`config.mk`:
```
export PLATFORM = sky130hd
export DESIGN_NAME = buf_stream_ctrl
export DESIGN_NICKNAME = d
export VERILOG_FILES = /design/src/rtl/buf_stream_ctrl.sv
export SDC_FILE = /design/constraint.sdc
export NUM_CORES = 1
export LEC_CHECK = 0
export CAP_MARGIN = 20
export CORE_MARGIN = 2
export CORE_UTILIZATION = 45
export DETAILED_ROUTE_END_ITERATION = 16
export GPL_ROUTABILITY_DRIVEN = 0
export PLACE_DENSITY_LB_ADDON = 0.25
export SLEW_MARGIN = 20
export SYNTH_ARGS = -nofsm -noshare
export SYNTH_HDL_FRONTEND = slang
export SYNTH_SLANG_ARGS = --single-unit
```
`constraint.sdc`:
```
create_clock -name clk -period 4.11 [get_ports clk]
set_input_delay 0.411 -clock clk [delete_from_list [all_inputs] [get_ports clk]]
set_output_delay 0.411 -clock clk [all_outputs]
set_load 0.03 [all_outputs]
```
`src/rtl/buf_stream_ctrl.sv`:
```
// Read sequencer and write-address generator for a 16x1024 1r1w buffer RAM.
// Optional BUF_STREAM_STALL_CNT_EN adds a saturating stall_cnt output.
module buf_stream_ctrl #(
    parameter int DW = 16,
    parameter int AW = 10
) (
    input  logic          clk,
    input  logic          rst_n,
    input  logic          start,
    input  logic [AW-1:0] base_adr,
    input  logic [AW:0]   length,
    input  logic [AW-1:0] stride,
    output logic          busy,
    output logic          done,
    output logic [AW-1:0] ram_radr,
    input  logic [DW-1:0] ram_rdata,
    output logic [DW-1:0] out_data,
    output logic          out_valid,
    input  logic          out_ready,
    input  logic          wr_adr_load,
    input  logic [AW-1:0] wr_adr_in,
    input  logic          wr_valid,
    input  logic [DW-1:0] wr_data,
    output logic [AW-1:0] ram_wadr,
    output logic [DW-1:0] ram_wdata,
    output logic          ram_wen
`ifdef BUF_STREAM_STALL_CNT_EN
    ,
    output logic [15:0]   stall_cnt
`endif
);

    typedef enum logic [1:0] {IDLE, RUN, DRAIN, FIN} state_t;

    state_t        state, state_nx;
    logic [AW-1:0] adr, stride_r, wr_cnt, wr_base;
    logic [AW:0]   remain;
    logic          inflight;
    logic [DW-1:0] fifo_mem [2];
    logic          rd_ptr, wr_ptr;
    logic [1:0]    fifo_count, occ;
    logic          accept, pop, issue, last_issue;

    assign accept     = start && (state == IDLE);
    assign pop        = out_valid && out_ready;
    assign occ        = fifo_count + {1'b0, inflight};
    // An issue is allowed only if the FIFO still has room when its word returns.
    assign issue      = (state == RUN) && ((occ - {1'b0, pop}) < 2'd2);
    assign last_issue = issue && (remain == (AW+1)'(1));

    assign ram_radr  = adr;
    assign out_valid = (fifo_count != 2'd0);
    assign out_data  = fifo_mem[rd_ptr];

    always_ff @(posedge clk or negedge rst_n) begin
        if (!rst_n) state <= IDLE;
        else        state <= state_nx;
    end

    always_comb begin
        state_nx = state;
        case (state)
            IDLE:  if (start) state_nx = (length == '0) ? FIN : RUN;
            RUN:   if (last_issue) state_nx = DRAIN;
            // Leave DRAIN on the cycle the last word is popped so done follows it directly.
            DRAIN: if (!inflight && (fifo_count == {1'b0, pop})) state_nx = FIN;
            FIN:   state_nx = IDLE;
            default: state_nx = IDLE;
        endcase
    end

    always_comb begin
        busy = (state == RUN) || (state == DRAIN);
        done = (state == FIN);
    end

    always_ff @(posedge clk or negedge rst_n) begin
        if (!rst_n) begin
            adr        <= '0;
            stride_r   <= '0;
            remain     <= '0;
            inflight   <= 1'b0;
            rd_ptr     <= 1'b0;
            wr_ptr     <= 1'b0;
            fifo_count <= '0;
            fifo_mem   <= '{default: '0};
        end else begin
            inflight <= issue;
            if (accept) begin
                adr      <= base_adr;
                stride_r <= stride;
                remain   <= length;
            end else if (issue) begin
                adr    <= adr + stride_r;
                remain <= remain - (AW+1)'(1);
            end
            if (inflight) begin
                fifo_mem[wr_ptr] <= ram_rdata;
                wr_ptr           <= ~wr_ptr;
            end
            if (pop) rd_ptr <= ~rd_ptr;
            fifo_count <= fifo_count + {1'b0, inflight} - {1'b0, pop};
        end
    end

    assign wr_base = wr_adr_load ? wr_adr_in : wr_cnt;

    always_ff @(posedge clk or negedge rst_n) begin
        if (!rst_n) begin
            wr_cnt    <= '0;
            ram_wen   <= 1'b0;
            ram_wadr  <= '0;
            ram_wdata <= '0;
        end else begin
            ram_wen <= wr_valid;
            if (wr_valid) begin
                ram_wadr  <= wr_base;
                ram_wdata <= wr_data;
                wr_cnt    <= wr_base + AW'(1);
            end else if (wr_adr_load) begin
                wr_cnt <= wr_adr_in;
            end
        end
    end

`ifdef BUF_STREAM_STALL_CNT_EN
    always_ff @(posedge clk or negedge rst_n) begin
        if (!rst_n)
            stall_cnt <= '0;
        else if (accept)
            stall_cnt <= '0;
        else if (busy && out_valid && !out_ready && (stall_cnt != '1))
            stall_cnt <= stall_cnt + 16'd1;
    end
`endif

endmodule

```
## After elaboration in Yosys (flattened, before gate mapping)

Cells that the tools add are included.

- Bits in registers: 107
- Input bits: 79
- Output and inout bits: 56
- Logic and storage cells: 65

- Add/sub/neg operators: 5
- Magnitude comparators: 4
- Equal/unequal tests: 8
- Mux-type cells: 17
- Bitwise operators: 4
- Reduce and logical (&&, ||, !) cells: 13

Operator list:

| cell | number |
|---|---|
| 2-to-1 mux 16 bit | 4 |
| 2-to-1 mux 10 bit | 4 |
| bitwise mux 32 bit | 1 |
| 2-to-1 mux 11 bit | 2 |
| demux 16 bit (select 1 bit) | 1 |
| equality test 11 x 1 -> 1 bit (second input constant) | 1 |
| zero test 11 bit | 1 |
| subtractor 11 x 1 -> 11 bit (second input constant) | 1 |
| adder 10 x 1 -> 10 bit (second input constant) | 1 |
| adder 10 bit | 1 |
| 2-to-1 mux 2 bit | 4 |
| case mux 2 bit (4 select lines) | 1 |
| logical AND 1 bit | 6 |
| != test 2 bit (second input constant) | 3 |
| equality test 2 bit (second input constant) | 2 |
| >= comparator 2 bit (second input constant) | 2 |
| inverter 1 -> 2 bit | 2 |
| nonzero test 2 bit | 2 |
| AND reduction 3 bit | 1 |
| adder 2 x 1 -> 2 bit | 1 |
| equality test 2 x 1 -> 1 bit | 1 |
| equality test 2 x 1 -> 1 bit (second input constant) | 1 |
| zero test 2 bit | 1 |
| < comparator 2 x 1 -> 1 bit (second input constant) | 1 |
| other kinds (5) | 6 |

## Depth between registers and ports, before layout

Gate-level depths: netlist of the first run.

- Word-level depth: 8
- Depth in mapped cells: 13
- Gate-level depth less buffers: 12

## Worst setup path after synthesis of the first run

OpenSTA, ideal clock, no wires.

- Path type: register to register
- From: register fifo_count[1]
- To: register adr[6], in the netlist ram_radr[6]
- Arrival time: 2.471 ns
- Data required time: 3.982 ns
- Path slack: 1.511 ns
- Stages on the path, launching flop included: 14
- Clock period less this slack: 2.599 ns
- Cells stage by stage: dfrtp_1 -> or2_2 -> and2_1 -> ha_1 -> inv_1 -> ha_1 -> xnor3_1 -> nand2_1 -> buf_2 -> inv_1 -> buf_2 -> and3_1 -> mux2i_1 -> nand3_1

- Word-level cells in the longest chain between the ends: 6
- Elaborated cells between the ends (all ways): 7
- Those cells by class: 2 x add/sub; 1 x order compare; 4 x reduce/logical

RTL lines:

| what | line | source |
|---|---|---|
| start: declaration | 41 | `logic [1:0] fifo_count, occ;` |
| start signal: assignment | 102 | `fifo_count <= fifo_count + {1'b0, inflight} - {1'b0, pop};` |
| nonzero test 2 bit | 52 | `assign out_valid = (fifo_count != 2'd0);` |
| via out_valid | 18 | `output logic out_valid,` |
| logical AND 1 bit | 45 | `assign pop = out_valid && out_ready;` |
| via pop | 42 | `logic accept, pop, issue, last_issue;` |
| subtractor 2 x 1 -> 2 bit | 48 | `assign issue = (state == RUN) && ((occ - {1'b0, pop}) < 2'd2);` |
| < comparator 2 bit | 48 |  |
| logical AND 1 bit | 48 |  |
| via issue | 42 |  |
| nonzero test 2 bit (no source line) | - |  |
| end signal: assignment | 90 | `adr <= base_adr;` |
| end signal: assignment | 94 | `adr <= adr + stride_r;` |
| end: declaration | 36 | `logic [AW-1:0] adr, stride_r, wr_cnt, wr_base;` |

The timed path passes the listed nets, and every way through them passes these cells.
A chain may end at the register's enable or synchronous reset.

## Worst setup path after layout of the first run

- From: register fifo_count[1]
- To: register remain[6]

- Word-level cells in the longest chain between the ends: 6
- Elaborated cells between the ends (all ways): 7
- Those cells by class: 2 x add/sub; 1 x order compare; 4 x reduce/logical

RTL lines:

| what | line | source |
|---|---|---|
| nonzero test 2 bit | 52 |  |
| logical AND 1 bit | 45 |  |
| via pop | 42 |  |
| subtractor 2 x 1 -> 2 bit | 48 |  |
| < comparator 2 bit | 48 |  |
| logical AND 1 bit | 48 |  |
| nonzero test 2 bit (no source line) | - |  |
| end signal: assignment | 92 | `remain <= length;` |
| end signal: assignment | 95 | `remain <= remain - (AW+1)'(1);` |
| end: declaration | 37 | `logic [AW:0] remain;` |

The timed path passes the listed nets, and every way through them passes these cells.

==> results of run 1 <==
per-layer routing:
layer	global-route usage [%]	vias to the layer above	routed length [um]
li1	-	1828	-
met1	25.2	1842	5130
met2	31.2	93	5520
met3	3.79	9	457
met4	5.25	0	100
met5	0	-	0
cells in the mapped netlist (2+ instances only):
cell,instances,share of area (%)
buf_2,3,0.29
clkbuf_1,12,0.88
mux2_2,65,14
a211oi_1,2,0.29
o21a_1,2,0.29
nor2b_1,2,0.24
dfrtp_1,107,52
inv_1,12,0.88
nor3_1,5,0.49
ha_1,19,4.6
buf_1,4,0.29
nand4_1,2,0.24
a21oi_1,24,2.3
a31oi_1,4,0.49
nor4_1,5,0.61
nor2_1,26,1.9
mux2i_1,12,2.3
nor4b_1,2,0.34
or3_1,3,0.37
xor2_1,12,2.1
xnor2_1,13,2.2
and2_1,3,0.37
o21ai_0,16,1.6
nand2_1,64,4.7
and3_1,2,0.24
nand3_1,11,1.1
o21ai_1,2,0.20
a21o_1,6,0.88
path summary, 6_finish.rpt:
kind                                  to  slack [ns]  depth (start not counted)
hold reg to reg              stride_r[3]        0.49                          2
hold / removal             ram_wdata[10]        0.08                          1
max in group asynchronous   ram_wdata[0]        3.16                          2
setup reg to reg               remain[6]        1.24                         12
min in group clk             stride_r[3]        0.49                          2
setup / recovery               remain[6]        1.24                         12
layout make-up:
type                            instances  area (um^2)
Fill cell                             927         4110
Sequential cell                       107         2680
Multi-Input combinational cell        316         2300
Timing Repair Buffer                  139         1380
Clock buffer                           11          243
Tap cell                              140          175
Clock inverter                          4         51.3
Inverter                               12         45.0
cells by family after synthesis:
| group | Yosys count | synth area share (%) |
|---|---|---|
| AOI/OAI and AO/OA | 62 | 7.07 |
| xor gates and xnor gates | 26 | 4.72 |
| adders and majority gates | 20 | 5.04 |
| buffers and inverters | 33 | 2.59 |
| DFF | 107 | 52.4 |
| muxes | 77 | 16.7 |
| and+or+nand+nor | 131 | 11.5 |
sequential cells by signal, summed over array words and instances, names as in the netlist:
name	flops
fifo_count	2
wr_ptr	1
inflight	1
ram_wen	1
fifo_mem	32
wr_cnt	10
remain	11
ram_wadr	10
ram_wdata	16
rd_ptr	1
ram_radr	10
state	2
stride_r	10
worst max-delay path, delay by kind of cell, from the launching register on:
kind	cells	cell delay, ns
compound gates	1	0.09
xor+xnor	2	0.41
fa+ha+maj	2	0.44
buf+inv	2	0.32
flops	1	0.40
simple gates	5	1.04
metrics by stage:
stage	util, %	hold WS [ns]
detailed placement	59.9	0.477
global route	62.6	0.150
CTS	62.6	0.278
finish	62.6	0.0828
floorplan	-	0.115
global placement	59.9	0.473
where the power goes:
part	internal, mW	switching [mW]	leakage, nW
clock	0.486	0.372	0.142
combinational	1.20	1.33	1.56
sequential	1.45	0.291	1.27
==> run metrics, run 1 <==
DR vias between 3000 and 4000; Synth Cell Area ~5000 um^2; core area between 10000 and 15000 um^2; CP Cell Sequence or2_2 -> and2_1 -> ha_1 -> inv_1 -> ha_1 -> xnor3_1 -> nand2_1 -> inv_1 -> nand3_1 -> nor3_1 -> xnor2_1 -> o21ai_0; dpl cells between 700 and 800; layout cells sized above 1 approximately 15%; die width between 100 and 150 um; Die Ht about 110 um; CP max stage cell dfrtp_1; gr ovfl total 0; TNS Setup 0 ns; largest net degree at the start of global routing ~80; Ports around 140; syn_nets around 560; status finished clean; Max Clk Rate ~350 MHz; Worst-Skew Late Latency roughly 0.34 ns; Post-synth EDFFs 0; Crit Path Class reg2reg; Max-slew headroom approximately half; CTS buffer count 9; CP endpoint kind register; clock sink count approximately 110; Final period util 69.7%; dpl hpwl about 8000 um; Slew @ Worst Pin 0.762 ns; crit path from fifo_count[1]; # diodes 0; antenna viol nets, final 0; Data arrival, critical path 3.06 ns; die area about 12000 um^2; post-route setup slack 1.24 ns; CTS tree built; dpl ws ~1.1 ns; Design Area, Final approximately 6900 um^2; leading cell type in the layout, fill and taps excluded clkdlybuf4s50_1; clk buf depth 2; post-CTS setup buffers 0; register bit total from synthesis 107; PostCTS Resize Cnt 0; vias in the first global route about 4000; Fin. Hold Viols 0; DR vias/cell roughly 5.2; Slew Limit Fails 0; slowest stage delay, CP about 0.4 ns; DRC violations left 0; GRT Resource Usage Total 18.8%; total power between 5 and 6 mW; H-tree levels 3; Worst-path clk slew approximately 0.070 ns; max-cap violations 0; Initial Util between 40% and 50%; Synth warnings 0; sequential element share of the synthesized area between 50 and 60%; Mapped Cells between 400 and 500; Layout Skew between 0.005 and 0.006 ns; maximum vdd ir drop 0.000442 V; drt first pass iters 5; worst path required time roughly 4.3 ns; min Tclk post-route 2.87 ns; Power per Cell Area between 700 and 800 nW/um^2; Layout area overhead 34.5%; ys flop type dfrtp_1; DRT iter0 DRCs 142; Final setup viols 0; placed cell area approximately 6600 um^2; leakage power approximately 3.0 nW; Root Buffer Master clkbuf_16; wire per inst between 15 and 20 um; ys async rst share 100%; wirelength, routed ~11000 um; commonest non-fill, non-tap cells in the layout 133 x clkdlybuf4s50_1, 107 x dfrtp_1, 65 x mux2_2; global-route wire length before repair about 19000 um; R2R Path Start fifo_count[1]; Hold-fix buffers, CTS 0; IO Port Bufs 134; initial antenna violation count 0; Post-Syn Area per Cell 11.2 um^2; unrepaired setup endpoints after global routing no; FP Rows 38; Non-Filler Instances between 700 and 800; Hold Crit Class in2async; Crit Path Max Fanout 12; CP Launch Type register; Nets roughly 680; Distinct cells, synth 44
Power figures use the tool's default switching activity.
==> run 2, diff against run 1 <==
--- a/config.mk
+++ b/config.mk
@@ -7,7 +7,7 @@
 export LEC_CHECK = 0
 export CAP_MARGIN = 20
 export CORE_MARGIN = 2
-export CORE_UTILIZATION = 45
+export CORE_UTILIZATION = 44
 export DETAILED_ROUTE_END_ITERATION = 16
 export GPL_ROUTABILITY_DRIVEN = 0
 export PLACE_DENSITY_LB_ADDON = 0.25
==> constraint.sdc (replaced) <==
create_clock -name clk -period 2.4 [get_ports clk]
set_input_delay 0.24 -clock clk [delete_from_list [all_inputs] [get_ports clk]]
set_output_delay 0.24 -clock clk [all_outputs]
set_load 0.03 [all_outputs]
==> run 2 against run 1 <==
Clock-buffer cell count grew 1; power is 81% higher; wire length up 2.2%; sequential share of layout area decreased by 1.4 points; setup slack got worse by 1.2 ns; cell area is 3.8% higher; via count is 3.1% higher; core utilization increased by 0.18 points; global-route usage rose by 0.15 points; non-clock buffer count rose by 16; clock skew rose by 0.00073 ns; first-iteration DRC count is 15% higher; critical endpoint is now state[1]; largest power group unchanged; highest routed layer unchanged.
==> run metrics, run 2 (same netlist as run 1, synthesis figures left out) <==
Layout Skew 0.00619 ns (was 0.00546 ns); largest net degree at the start of global routing 108 (was 82); initial antenna violation count 0 (unchanged); Fin. Hold Viols 0 (unchanged); wirelength, routed 11500 um (was 11200 um); clk buf depth 2 (unchanged); dpl hpwl 8330 um (was 8150 um); CP endpoint kind register (unchanged); Largest register FFs 32 (unchanged); Design Area, Final 7140 um^2 (was 6880 um^2); drt first pass iters 4 (was 5); Largest regs fifo_mem (32), ram_wdata (16), remain (11) (unchanged); Power per Cell Area 1300 nW/um^2 (was 746 nW/um^2); Worst-path clk slew 0.07 ns (about the same); TNS Setup 0 ns (unchanged); Slew Limit Fails 0 (unchanged); maximum vdd ir drop 0.000791 V (was 0.000442 V); Max-slew headroom 49.6% (was 49.1%); Root Buffer Master clkbuf_16 (unchanged); Nets 700 (was 684); status finished clean (unchanged); total power 9.28 mW (was 5.13 mW); worst path required time 2.67 ns (was 4.30 ns); Worst-Skew Late Latency 0.34 ns (about the same); wire per inst 15.3 um (was 15.4 um); unrepaired setup endpoints after global routing yes (was no); Finished Core Util 62.8% (was 62.6%); WHS 0.416 ns (was 0.0828 ns); CTS buffer count 9 (unchanged); Layout area overhead 39.6% (was 34.5%); gr ovfl total 0 (unchanged); CTS tree built (unchanged); DR vias 3890 (was 3772); FP Rows 39 (was 38); leading cell type in the layout, fill and taps excluded clkdlybuf4s50_1 (unchanged); Ports 135 (unchanged); Crit Path Class reg2reg (unchanged); commonest non-fill, non-tap cells in the layout 133 x clkdlybuf4s50_1, 107 x dfrtp_1, 65 x mux2_2 (unchanged); post-CTS setup buffers 0 (unchanged); Hold Crit Class in2reg (was in2async); die area 12500 um^2 (was 12200 um^2); register with the most flip-flops fifo_mem (unchanged); core area 11400 um^2 (was 11000 um^2); GRT Resource Usage Total 19.0% (was 18.8%); global-route wire length before repair 19300 um (was 18900 um); placed cell area 6740 um^2 (was 6580 um^2); Crit Path Max Fanout 2 (was 12); H-tree levels 3 (unchanged); die width 112 um (was 111 um); DRC violations left 0 (unchanged); vias in the first global route 4091 (was 3915); max-cap violations 0 (unchanged); antenna viol nets, final 0 (unchanged); # diodes 0 (unchanged); layout cells sized above 1 19.3% (was 14.9%); CP Launch Type register (unchanged); clock sink count 107 (unchanged); Max Clk Rate 427 MHz (was 349 MHz); Die Ht 112 um (was 111 um); Final setup viols 0 (unchanged); leakage power 3.09 nW (was 2.97 nW); Initial Util 45.0% (was 46.6%); DRT iter0 DRCs 164 (was 142); Slew @ Worst Pin 0.754 ns (was 0.762 ns); IO Port Bufs 134 (unchanged); Data arrival, critical path 2.61 ns (was 3.06 ns); min Tclk post-route 2.34 ns (was 2.87 ns); DR vias/cell 5.19 (was 5.17); Final period util 97.5% (was 69.7%)
[run 2: cell count changes in the layout (fill, tap and decap cells not counted), moves of 2 or more]
cell    delta
buf_4     +12
inv_1      -2
ha_1       -2
ha_4       +2
buf_12     +2
[run 2: timing repair]
| action | 4_1_cts | 5_1_grt |
|---|---|---|
| hold buffers | 1 | 0 |
| resized for setup | 1 | 13 |
| setup endpoints to repair | 1 | 19 |
| endpoints found under the hold margin | 20 | 0 |
| pin swaps | 0 | 8 |
[run 2: critical path, stage by stage (launching register included)]
cell,delay (ns)
dfrtp_1,0.38
or2_4,0.25
and2_4,0.15
ha_4,0.25
inv_2,0.04
ha_4,0.14
xnor3_2,0.26
buf_6,0.11
nand4b_1,0.10
o21ai_1,0.17
o21ai_2,0.09
a21oi_2,0.15
mux2i_1,0.19
[run 2: path summary, 6_finish.rpt]
check | from | to | slack, ns | cells past startpoint
worst max-delay path | fifo_count[0] | state[1] | 0.06 | 12
worst min-delay path | stride[7] | stride_r[7] | 0.42 | 3
worst max register to register | fifo_count[0] | state[1] | 0.06 | 12
worst min register to register | rd_ptr | rd_ptr | 0.47 | 1
max in group asynchronous | rst_n | wr_ptr | 1.47 | 3
min in group asynchronous | rst_n | ram_wdata[9] | 0.52 | 3
[run 2: metrics by stage]
| stage | setup slack [ns] | cells |
|---|---|---|
| finish | 0.0601 | 749 |
| global route | -0.0898 | 749 |
| CTS | 0.00171 | 749 |
| detailed placement | -0.0465 | 732 |
| global placement | -0.00566 | 732 |
| floorplan | -0.0328 | 456 |
[run 2: where the power goes]
part	total (mW)	leakage, nW	switching, mW	internal (mW)
sequential	2.95	1.27	0.458	2.49
clock	1.61	0.159	0.643	0.970
combinational	4.72	1.66	2.42	2.30
total	9.28	3.09	3.52	5.76
[run 2: area by class of cell]
type	count	area, um^2
Clock inverter	4	72.6
Inverter	12	47.5
Multi-Input combinational cell	316	2370
Fill cell	934	4230
Clock buffer	12	256
Sequential cell	107	2680
Tap cell	143	179
Timing Repair Buffer	155	1530
[run 2: layer usage]
metal / track usage, % / wire length (um)
met1: 24.6 / 5130
met3: 3.48 / 432
met4: 7.08 / 285
met2: 31.8 / 5610
met5: 0 / 0
